<file path="src/rtl/rom_arbiter.sv">
// rtl/rom_arbiter.sv - round-robin arbiter sharing an asynchronous instruction ROM between fetch and data ports
module rom_arbiter #(
    parameter int tam_entrada = 10,
    parameter int tam_salida  = 32,
    parameter int CNT_W       = 16
) (
    input  logic                   CLK,
    input  logic                   RST_n,
    input  logic                   i_req,
    input  logic [31:0]            i_addr,
    output logic                   i_gnt,
    output logic                   i_rvalid,
    output logic [tam_salida-1:0]  i_rdata,
    output logic                   i_err,
    input  logic                   d_req,
    input  logic [31:0]            d_addr,
    output logic                   d_gnt,
    output logic                   d_rvalid,
    output logic [tam_salida-1:0]  d_rdata,
    output logic                   d_err,
    output logic [tam_entrada-1:0] rom_addr,
    input  logic [tam_salida-1:0]  rom_data,
    output logic [CNT_W-1:0]       conflict_cnt
);

    typedef enum logic {
        PRIO_I = 1'b0,
        PRIO_D = 1'b1
    } prio_e;

    prio_e                  prio_q, prio_d;
    logic                   conflict;
    logic                   grant_any;
    logic [31:0]            sel_addr;
    logic                   sel_err;
    logic [tam_salida-1:0]  resp_data;
    logic [tam_entrada-1:0] rom_addr_q, rom_addr_d;
    logic [CNT_W-1:0]       cnt_q, cnt_d;

    logic                   i_rvalid_q, d_rvalid_q;
    logic [tam_salida-1:0]  i_rdata_q, d_rdata_q;
    logic                   i_err_q, d_err_q;

    // Arbitration, address translation/check and next-state for prio and the conflict counter
    always_comb begin
        conflict   = i_req & d_req;
        // Grants are forced low while reset is asserted so no request is accepted then
        i_gnt      = RST_n & i_req & (~d_req | (prio_q == PRIO_I));
        d_gnt      = RST_n & d_req & (~i_req | (prio_q == PRIO_D));
        grant_any  = i_gnt | d_gnt;
        sel_addr   = d_gnt ? d_addr : i_addr;
        sel_err    = (sel_addr[1:0] != 2'b00) || (sel_addr[31:tam_entrada+2] != '0);
        resp_data  = sel_err ? '0 : rom_data;
        // The ROM keeps seeing the last granted word when nobody is granted
        rom_addr_d = grant_any ? sel_addr[tam_entrada+1:2] : rom_addr_q;
        rom_addr   = rom_addr_d;
        prio_d     = prio_q;
        if (conflict) begin
            prio_d = (prio_q == PRIO_I) ? PRIO_D : PRIO_I;
        end
        cnt_d = cnt_q;
        if (conflict && (cnt_q != {CNT_W{1'b1}})) begin
            cnt_d = cnt_q + 1'b1;
        end
    end

    // State register: prio pointer, held ROM address, counter and per-port response registers
    always_ff @(posedge CLK) begin
        if (!RST_n) begin
            prio_q     <= PRIO_I;
            rom_addr_q <= '0;
            cnt_q      <= '0;
            i_rvalid_q <= 1'b0;
            d_rvalid_q <= 1'b0;
            i_rdata_q  <= '0;
            d_rdata_q  <= '0;
            i_err_q    <= 1'b0;
            d_err_q    <= 1'b0;
        end else begin
            prio_q     <= prio_d;
            rom_addr_q <= rom_addr_d;
            cnt_q      <= cnt_d;
            i_rvalid_q <= i_gnt;
            d_rvalid_q <= d_gnt;
            if (i_gnt) begin
                i_rdata_q <= resp_data;
                i_err_q   <= sel_err;
            end
            if (d_gnt) begin
                d_rdata_q <= resp_data;
                d_err_q   <= sel_err;
            end
        end
    end

    assign i_rvalid     = i_rvalid_q;
    assign i_rdata      = i_rdata_q;
    assign i_err        = i_err_q;
    assign d_rvalid     = d_rvalid_q;
    assign d_rdata      = d_rdata_q;
    assign d_err        = d_err_q;
    assign conflict_cnt = cnt_q;

endmodule

</file>
<file path="config.mk">
export PLATFORM = sky130hd
export DESIGN_NAME = rom_arbiter
export DESIGN_NICKNAME = d
export VERILOG_FILES = /design/src/rtl/rom_arbiter.sv
export SDC_FILE = /design/constraint.sdc
export NUM_CORES = 1
export LEC_CHECK = 0
export ABC_AREA = 1
export CAP_MARGIN = 5
export CORE_MARGIN = 5
export CORE_UTILIZATION = 25
export CTS_CLUSTER_DIAMETER = 50
export DETAILED_ROUTE_END_ITERATION = 8
export GPL_TIMING_DRIVEN = 1
export PLACE_DENSITY = 0.56
export SYNTH_ARGS = -nofsm -noshare
export SYNTH_HDL_FRONTEND = slang
export SYNTH_SLANG_ARGS = --single-unit
</file>
<file path="constraint.sdc">
create_clock -name CLK -period 2.6 [get_ports CLK]
set_input_delay 0.52 -clock CLK [delete_from_list [all_inputs] [get_ports CLK]]
set_output_delay 0.52 -clock CLK [all_outputs]
set_load 0.01 [all_outputs]
</file>
==> results of run 1 <==
layout by cell type (no fill, tap or decap), types with 6 or more instances in the layout:
| cell type | count |
|---|---|
| clkbuf_16 | 9 |
| o21ai_0 | 37 |
| nand2_4 | 11 |
| a21oi_1 | 33 |
| nand3_1 | 79 |
| o22ai_1 | 6 |
| o21ai_1 | 11 |
| nand2_1 | 97 |
| o21ai_2 | 10 |
| clkdlybuf4s50_1 | 183 |
| inv_1 | 31 |
| buf_4 | 28 |
| a21oi_2 | 10 |
| nor2_1 | 50 |
| dfxtp_1 | 94 |
| a211oi_1 | 6 |
| dlygate4sd2_1 | 8 |
layout make-up:
cell class              count  area (µm²)
multi-input cells         380        1980
well taps                 220         275
clock buffers               9         225
flip-flops and latches     95        1900
fillers                  1664        9700
clock inverters             7        62.6
inverters                  33         124
repair buffers            225        2190
worst max-delay path: stages (launching register included):
cell and delay [ns]:
dfxtp_2 0.34, inv_1 0.13, nand2_1 0.10, nand2_2 0.14
o21ai_0 0.10, o21ai_0 0.11, o21ai_2 0.11, inv_1 0.07
clkdlybuf4s50_1 0.53
flip-flops by register name, indices dropped and copies added (netlist names):
name          cells
d_rdata          32
i_rdata          32
conflict_cnt     16
rom_addr_q       10
d_err             1
d_rvalid          1
i_err             1
i_rvalid          1
prio_q            1
where the power goes:
part,leakage (nW),switching (mW),internal [mW]
Clock,0.144,0.614,0.671
Combinational,1.73,0.212,0.270
Sequential,0.772,0.0196,1.49
per-stage QoR:
step	utilization, %	TNS [ns]	hold slack, ns	power, mW	cell area (µm²)
final	41.1	0	0.461	3.28	6770
after global routing	41.1	-0.0202	0.472	3.44	6770
after CTS	41.0	0	0.466	3.35	6760
after detailed placement	39.3	-2.27	0.454	2.04	6470
after global placement	39.3	-1.98	0.457	2.04	6470
after floorplan	-	0	0.440	1.72	4160
layer usage:
metal  share of wire (%)  up-vias
li1                    -     2227
met1                  42     1937
met2                  47      131
met3                 9.8       20
met4                 1.9        0
met5                   0        -
path summary, 6_finish.rpt:
check / startpoint / to / slack, ns
max reg2reg: conflict_cnt[0]$_SDFFE_PN0P_ / conflict_cnt[1]$_SDFFE_PN0P_ / 0.72
min reg2reg: rom_addr_q[8]$_SDFF_PN0_ / rom_addr_q[8]$_SDFF_PN0_ / 0.46
min: rom_addr_q[8]$_SDFF_PN0_ / rom_addr_q[8]$_SDFF_PN0_ / 0.46
max: prio_q$_SDFFE_PN0P_ / rom_addr[3] / 0.10
logic make-up (layout without fill, tap and decap cells):
| group | Yosys count | after routing |
|---|---|---|
| AND/OR/NAND/NOR | 260 | 260 |
| AO/OA/AOI/OAI | 115 | 115 |
| flip-flops | 95 | 95 |
| buffers and inverters | 65 | 274 |
| XOR/XNOR | 4 | 4 |
| adder cells (fa/ha/maj) | 1 | 1 |
timing repair:
item                                    4_1_cts  5_1_grt
gates resized for setup                      12        4
gates cloned                                  0        0
endpoints found under the setup margin       12        4
==> flow_summary_export.csv, run 1 <==
group,metric,value,unit
logic_synthesis,ys_seq_elements,95,
place,hpwl,10.8,mm
floorplan,start_util,25.3,%
routing,first_pass_iters,4,
place,dp_slack,-0.315,ns
logic_synthesis,synth_fa_ha_area_share,0.301,%
logic_synthesis,synth_commonest_cells,"98 x nand2_1, 95 x dfxtp_1, 80 x nand3_1",
clock_tree,postCtsSetupBuffers,0,
sta,report.final.hold_viol_count,0,
layout,drive_gt1_share,12.4,%
critical_path,start_kind,"register",
layout,fin_cells,969,
logic_synthesis,synth_compound_area_share,16.3,%
power,cellPowerDensity,485,mW/mm²
routing,wl,13.9,mm
global_routing,use_met2,23.9,%
floorplan,pin_count,196,
sta,max_slew_margin,63.0,%
place,routabilityCongestion,0.847,
layout,syn2layout_area_growth,62.6,%
logic_synthesis,yosys.area.top_type_share,45.7,%
global_routing,grt.busiest_layer,"met2",
logic_synthesis,yosysUniqueCellTypes,34,
floorplan,die_h,139,µm
clock_tree,cts_max_path_buffers,2,
layout,nNetsFinal,845,
global_routing,grt_antenna_before_repair,0,
floorplan,die_area,0.0193,mm²
hold_path,min_path_type,"register to register",
global_routing,use_met3,6.97,%
clock_tree,h-tree-depth,3,
status,status,"finished, final reports clean",
hold_path,whs_path_depth,2,
global_routing,grt_max_degree,55,
floorplan,core_area,0.0165,mm²
logic_synthesis,synth_edf_count,0,
global_routing,grt_pass1_vias,4377,
global_routing,met1_usage,15.9,%
place,io_buffers,195,
clock_tree,cts_tree,"yes",
critical_path,arrival,1.98,ns
logic_synthesis,yosysWarnings,0,
floorplan,num_rows,47,
routing,wire_per_inst,14.4,µm
sta,skew,0.00689,ns
logic_synthesis,synth_top_family_by_area,"simple AND/OR/NAND/NOR gates",
critical_path,path_class,"register to output port",
logic_synthesis,async_flop_share,0,%
logic_synthesis,synth_most_common_cell,"nand2_1",
global_routing,gr-usage-all-layers,14.2,%
routing,drc_errors,0,
sta,fmax,400,MHz
sta,rsz0062_at_grt,"yes",
sta,setup_viol,0,
logic_synthesis,synth-seq-area-share,45.7,%
floorplan,die_x,139,µm
logic_synthesis,synthSimpleGateAreaFrac,29.6,%
logic_synthesis,synthesis.nets,641,
logic_synthesis,synth.area.mux_share,0,%
routing,vias,4315,
flow_run,maxCapViolations,0,
critical_path,rr_worst_depth,10,
sta,post-route-period-util,96.0,%
sta,drv_slew,0,
critical_path,crit_fanout,7,
clock_tree,tritoncts.num_buffers,9,
layout,antennaDiodeCount,0,
global_routing,grt_pass1_wl,22.5,mm
critical_path,critical_path_required,2.08,ns
sta,setup_slack,0.103,ns
logic_synthesis,synth_xor_area_share,0.842,%
logic_synthesis,synth_top_cell_by_area,"dfxtp_1",
power,power.leakage,2.65,nW
routing,drt-initial-drc-count,170,
global_routing,grt_overflow_total,0,
clock_tree,cts_root_buf,"clkbuf_16",
logic_synthesis,synth_flop_cell,"dfxtp_1",
power,ir_worst_vdd,402,µV
clock_tree,clkLatencyLatePin,0.35,ns
clock_tree,hold_buffers,0,
place,place_inst,953,
logic_synthesis,syn_area_per_cell,7.71,µm²
routing,antenna_left,0,
clock_tree,cts_sinks,95,
logic_synthesis,synth_area_leaders,"dfxtp_1 46%, nand3_1 9.6%, nand2_1 8.8%",
logic_synthesis,synthCells,540,
critical_path,cp-end-kind,"output port",
clock_tree,path_clk_slew,0.07,ns
logic_synthesis,syn-cell-area,0.00416,mm²
sta,fin_crit,2.50,ns
sta,tightest_slew,0.556,ns
routing,routed_via_density,4.45,
No activity file was read; power rests on OpenSTA's default activity.
==> inputs of run 2 (changes only) <==
- CORE_UTILIZATION: 25 -> 44
- PLACE_DENSITY: 0.56 -> 0.88
- SLEW_MARGIN: unset -> 5
==> run 2 against run 1 <==
Effect of this change: critical path depth increased by 1; wire length decreased by 3.4%; non-clock buffer count decreased by 9; largest power group unchanged; hold slack improved by 0.016 ns; count of clock-buffer cells in the layout unchanged; clock power decreased by 28%; worst setup slack improved by 0.049 ns; total power decreased by 11%; sequential share of layout area increased by 1.3 points; final area decreased by 4.6%; final cell count decreased by 10%.
==> flow_summary_export.csv, run 2 (same netlist as run 1, synthesis figures left out) <==
group,metric,value,unit
routing,antenna_left,0,
sta,fin_crit,2.45,ns
hold_path,hold_path_end,"rom_addr_q[5]$_SDFF_PN0_",
clock_tree,cts_sinks,95,
hold_path,whs_path_depth,2,
critical_path,arrival,1.93,ns
clock_tree,hold_buffers,0,
clock_tree,cts_max_path_buffers,2,
sta,setup_viol,0,
routing,vias,4414,
global_routing,grt_overflow_total,0,
critical_path,path_depth,9,
flow_run,maxCapViolations,0,
layout,drive_gt1_share,11.1,%
global_routing,grt_antenna_before_repair,0,
critical_path,critical_path_required,2.08,ns
sta,skew,0.0124,ns
layout,multi_input_area,0.00197,mm²
layout,antennaDiodeCount,0,
floorplan,pin_count,196,
hold_path,hp-start,"rom_addr_q[5]$_SDFF_PN0_",
sta,whs,0.477,ns
sta,rsz0062_at_grt,"no",
sta,post-route-period-util,94.2,%
layout,syn2layout_area_growth,55.1,%
power,power,2.92,mW
clock_tree,cts_root_buf,"clkbuf_8",
clock_tree,cts_tree,"yes",
critical_path,slowest_stage,"dlygate4sd2_1",
sta,drv_slew,0,
critical_path,cp-end-kind,"output port",
routing,wire_per_inst,15.5,µm
routing,wl,13.5,mm
global_routing,grt_max_degree,72,
sta,max_slew_margin,54.5,%
sta,tightest_slew,0.683,ns
critical_path,r2r_start,"conflict_cnt[0]$_SDFFE_PN0P_",
sta,setup_slack,0.152,ns
place,hpwl,10.1,mm
floorplan,die_h,107,µm
status,status,"finished, final reports clean",
routing,first_pass_iters,4,
critical_path,start_kind,"input pin",
clock_tree,path_clk_slew,0.09,ns
critical_path,crit_fanout,6,
clock_tree,clkLatencyLatePin,0.35,ns
routing,drt-initial-drc-count,163,
floorplan,num_rows,35,
critical_path,rr_worst_depth,10,
critical_path,cpLargestDelayFamily,"buffers and inverters",
layout,num-fill-cells,716,
critical_path,reg2reg_slack,0.75,ns
routing,drc_errors,0,
layout,final_util,69.9,%
layout,nNetsFinal,836,
floorplan,start_util,45.1,%
floorplan,die_area,0.0115,mm²
layout,ff_latch_area,0.00190,mm²
sta,report.final.hold_viol_count,0,
power,ir_worst_vdd,322,µV
critical_path,max_stage_delay,0.28,ns
clock_tree,tritoncts.num_buffers,9,
critical_path,path_cells,"dlygate4sd2_1, nand2_1, nand3_2, buf_4, o21ai_0, o21ai_0, o21ai_1, inv_1, dlygate4sd2_1",
global_routing,grt_pass1_vias,4401,
place,place_inst,852,
layout,final_common_cell,"clkdlybuf4s50_1",
routing,routed_via_density,5.08,
floorplan,die_x,107,µm
layout,fin_cells,869,
power,cellPowerDensity,452,mW/mm²
critical_path,r2r_end,"conflict_cnt[0]$_SDFFE_PN0P_",
sta,fmax,408,MHz
place,routabilityCongestion,0.903,
hold_path,min_path_type,"register to register",
floorplan,core_area,0.00924,mm²
power,power.leakage,2.53,nW
global_routing,gr-usage-all-layers,23.0,%
place,io_buffers,195,
place,dp_slack,-0.246,ns
critical_path,path_class,"input pin to output port",
layout,final_cell_mix,"180 x clkdlybuf4s50_1, 98 x nand2_1, 95 x dfxtp_1, 79 x nand3_1, 50 x nor2_1",
global_routing,grt_pass1_wl,21.5,mm
critical_path,crit_buf_inv,4,
clock_tree,h-tree-depth,3,
run 2: cell types whose count changed in the layout (fill, tap and decap cells not counted), moves of 2 or more:
| cell | before | now |
|---|---|---|
| buf_4 | 28 | 19 |
| clkdlybuf4s50_1 | 183 | 180 |
| clkbuf_8 | 0 | 9 |
| clkbuf_16 | 9 | 0 |
| o21ai_0 | 37 | 35 |
| o21ai_1 | 11 | 14 |
| dlygate4sd2_1 | 8 | 14 |
| dlymetal6s2s_1 | 3 | 0 |
run 2: area by class of cell:
class,count,share of cell area [%]
Clock buffer,9,1.92
Clock inverter,7,0.988
Inverter,33,1.92
Multi-Input combinational cell,380,30.5
Sequential cell,95,29.5
Tap cell,129,2.50
Timing Repair Buffer,216,32.7
run 2: worst max path at each step:
stage / startpoint / end
2_1_floorplan: RST_n / rom_addr[0]
3_3_place_gp: i_req / rom_addr[6]
3_5_place_dp: i_req / rom_addr[4]
4_1_cts: d_req / rom_addr[4]
5_1_grt: prio_q$_SDFFE_PN0P_ / rom_addr[4]
6_report: d_req / rom_addr[4]
run 2: through the flow:
stage / instance area, µm² / setup TNS, ns
2_1_floorplan: 4160 / 0
3_3_place_gp: 6280 / -1.20
3_5_place_dp: 6280 / -1.70
4_1_cts: 6460 / 0
5_1_grt: 6460 / 0
6_report: 6460 / 0
run 2: tightest hold or removal path, cell delays in order, from the launching register on:
cell      delay [ns]
dfxtp_1         0.31
inv_1           0.06
a211oi_1        0.06
run 2: where the power goes:
part           total (mW)  internal [mW]  switching [mW]
Sequential           1.52           1.49          0.0207
Combinational       0.475          0.259           0.216
Clock               0.928          0.372           0.556
run 2: what timing repair did:
item                                   in CTS  in global routing
setup endpoints to repair                  12                  0
resized for setup                          19                  0
endpoints found under the hold margin       0                  0
buffers inserted                            1                  0
run 2: layer usage:
layer  GRT usage [%]  part of all wire, %
met3            8.94                  9.4
met4            7.95                  2.0
met1            25.6                   39
met5               0                    0
met2            40.1                   50
==> inputs of run 3 (changes only) <==
- ABC_CLOCK_PERIOD_IN_PS: unset -> 2600
- CORE_UTILIZATION: 44 -> 42
- PLACE_DENSITY: 0.88 -> 0.82
==> run 3 against run 2 <==
Effect of this change: clock power up 0.5%; hold slack worse by 0.017 ns; first-iteration DRC count up 14%; core utilization down 2.9 points; final cell count up 1.0%; clock skew about the same; combinational power up 2%; worst setup slack worse by 0.065 ns; count of clock-buffer cells in the layout unchanged.
==> flow_summary_export.csv, run 3 (same netlist as run 1, synthesis figures left out) <==
group,metric,value,unit
floorplan,num_rows,36,
place,io_buffers,195,
floorplan,core_area,0.00973,mm²
clock_tree,cts_sinks,95,
sta,report.final.hold_viol_count,0,
global_routing,grt_pass1_wl,21.5,mm
critical_path,arrival,1.99,ns
routing,antenna_left,0,
place,dp_slack,-0.264,ns
routing,drc_errors,0,
floorplan,die_x,110,µm
power,ir_worst_vdd,314,µV
sta,whs,0.460,ns
clock_tree,path_clk_slew,0.09,ns
critical_path,cp-end-kind,"output port",
power,power.leakage,2.58,nW
critical_path,path_class,"input pin to output port",
layout,antennaDiodeCount,0,
layout,syn2layout_area_growth,56.6,%
sta,setup_slack,0.0865,ns
sta,post-route-period-util,96.7,%
critical_path,crit_fanout,6,
clock_tree,cts_tree,"yes",
sta,max_slew_margin,58.1,%
global_routing,grt_antenna_before_repair,0,
flow_run,maxCapViolations,0,
critical_path,start_kind,"input pin",
layout,final_common_cell,"clkdlybuf4s50_1",
place,hpwl,10.4,mm
routing,vias,4390,
routing,wl,13.5,mm
sta,drv_slew,0,
floorplan,die_area,0.0120,mm²
clock_tree,clkLatencyLatePin,0.36,ns
global_routing,grt_max_degree,58,
layout,final_cell_mix,"184 x clkdlybuf4s50_1, 98 x nand2_1, 94 x dfxtp_1, 79 x nand3_1, 50 x nor2_1",
sta,fmax,398,MHz
routing,routed_via_density,5.00,
sta,skew,0.0120,ns
global_routing,grt_overflow_total,0,
clock_tree,cts_root_buf,"clkbuf_8",
sta,fin_crit,2.51,ns
clock_tree,tritoncts.num_buffers,9,
place,routabilityCongestion,0.927,
power,cellPowerDensity,450,mW/mm²
global_routing,gr-usage-all-layers,22.6,%
routing,first_pass_iters,5,
floorplan,start_util,42.8,%
floorplan,die_h,110,µm
status,status,"finished, final reports clean",
sta,tightest_slew,0.629,ns
sta,setup_viol,0,
clock_tree,cts_max_path_buffers,2,
layout,drive_gt1_share,12.2,%
global_routing,grt_pass1_vias,4492,
critical_path,critical_path_required,2.08,ns
layout,nNetsFinal,841,
sta,rsz0062_at_grt,"no",
routing,drt-initial-drc-count,186,
clock_tree,h-tree-depth,3,
routing,wire_per_inst,15.4,µm
floorplan,pin_count,196,
hold_path,min_path_type,"register to register",
power,power,2.93,mW
## run 3: cell types whose count changed in the layout (fill, tap and decap cells not counted), moves of 4 or more
| cell | previous run | this run |
|---|---|---|
| o21ai_0 | 35 | 39 |
| o21ai_1 | 14 | 10 |
| clkdlybuf4s50_1 | 180 | 184 |
| buf_4 | 19 | 25 |
| dlymetal6s2s_1 | 0 | 4 |
| dlygate4sd2_1 | 14 | 6 |
## run 3: report_power, final
part	switching, mW	leakage (nW)	internal, mW
Sequential	0.0199	0.772	1.49
Combinational	0.215	1.72	0.268
Clock	0.563	0.0903	0.370
## run 3: per-stage QoR
step | utilization (%) | cell area [µm²] | instances | setup TNS [ns]
after floorplan | - | 4160 | 540 | 0
after global placement | 64.9 | 6320 | 862 | -2.10
after detailed placement | 64.9 | 6320 | 862 | -3.32
after CTS | 66.8 | 6500 | 878 | 0
after global routing | 67.0 | 6520 | 878 | 0
final | 67.0 | 6520 | 878 | 0
## run 3: worst paths after layout
| kind | start | to | slack (ns) | cells after the start |
|---|---|---|---|---|
| setup / recovery | d_req | rom_addr[2] | 0.09 | 8 |
| hold / removal | prio_q$_SDFFE_PN0P_ | prio_q$_SDFFE_PN0P_ | 0.46 | 1 |
| setup reg to reg | conflict_cnt[0]$_SDFFE_PN0P_ | conflict_cnt[9]$_SDFFE_PN0P_ | 0.65 | 10 |
| hold reg to reg | prio_q$_SDFFE_PN0P_ | prio_q$_SDFFE_PN0P_ | 0.46 | 1 |
## run 3: repair_timing
| action | in CTS | in global routing |
|---|---|---|
| gates resized for setup | 7 | 8 |
| cloned | 0 | 0 |
| pin swaps | 0 | 0 |
| setup buffers | 0 | 0 |
| endpoints found under the hold margin | 0 | 0 |
| setup endpoints to repair | 12 | 6 |
| hold buffers | 0 | 0 |
## run 3: cell type report
type | count | area (µm²)
Multi-Input combinational cell | 380 | 1980
Fill cell | 843 | 3210
Sequential cell | 95 | 1900
Inverter | 33 | 124
Timing Repair Buffer | 221 | 2160
Clock buffer | 9 | 124
Tap cell | 133 | 166
Clock inverter | 7 | 63.8
## run 3: metal layers
layer	up-vias	part of all wire, %	global-route usage [%]
met5	-	0	0
met4	0	2.0	6.86
met3	19	9.5	8.57
met2	140	49	39.5
met1	2028	39	25.6
li1	2203	-	-
## run 3: worst max-delay path, cell delays in order
cell and delay [ns]:
dlygate4sd2_1 0.28, nand2_1 0.09, nand3_2 0.09, buf_4 0.14, buf_4 0.12, o22ai_2 0.06, a21oi_1 0.13, clkdlybuf4s50_1 0.56
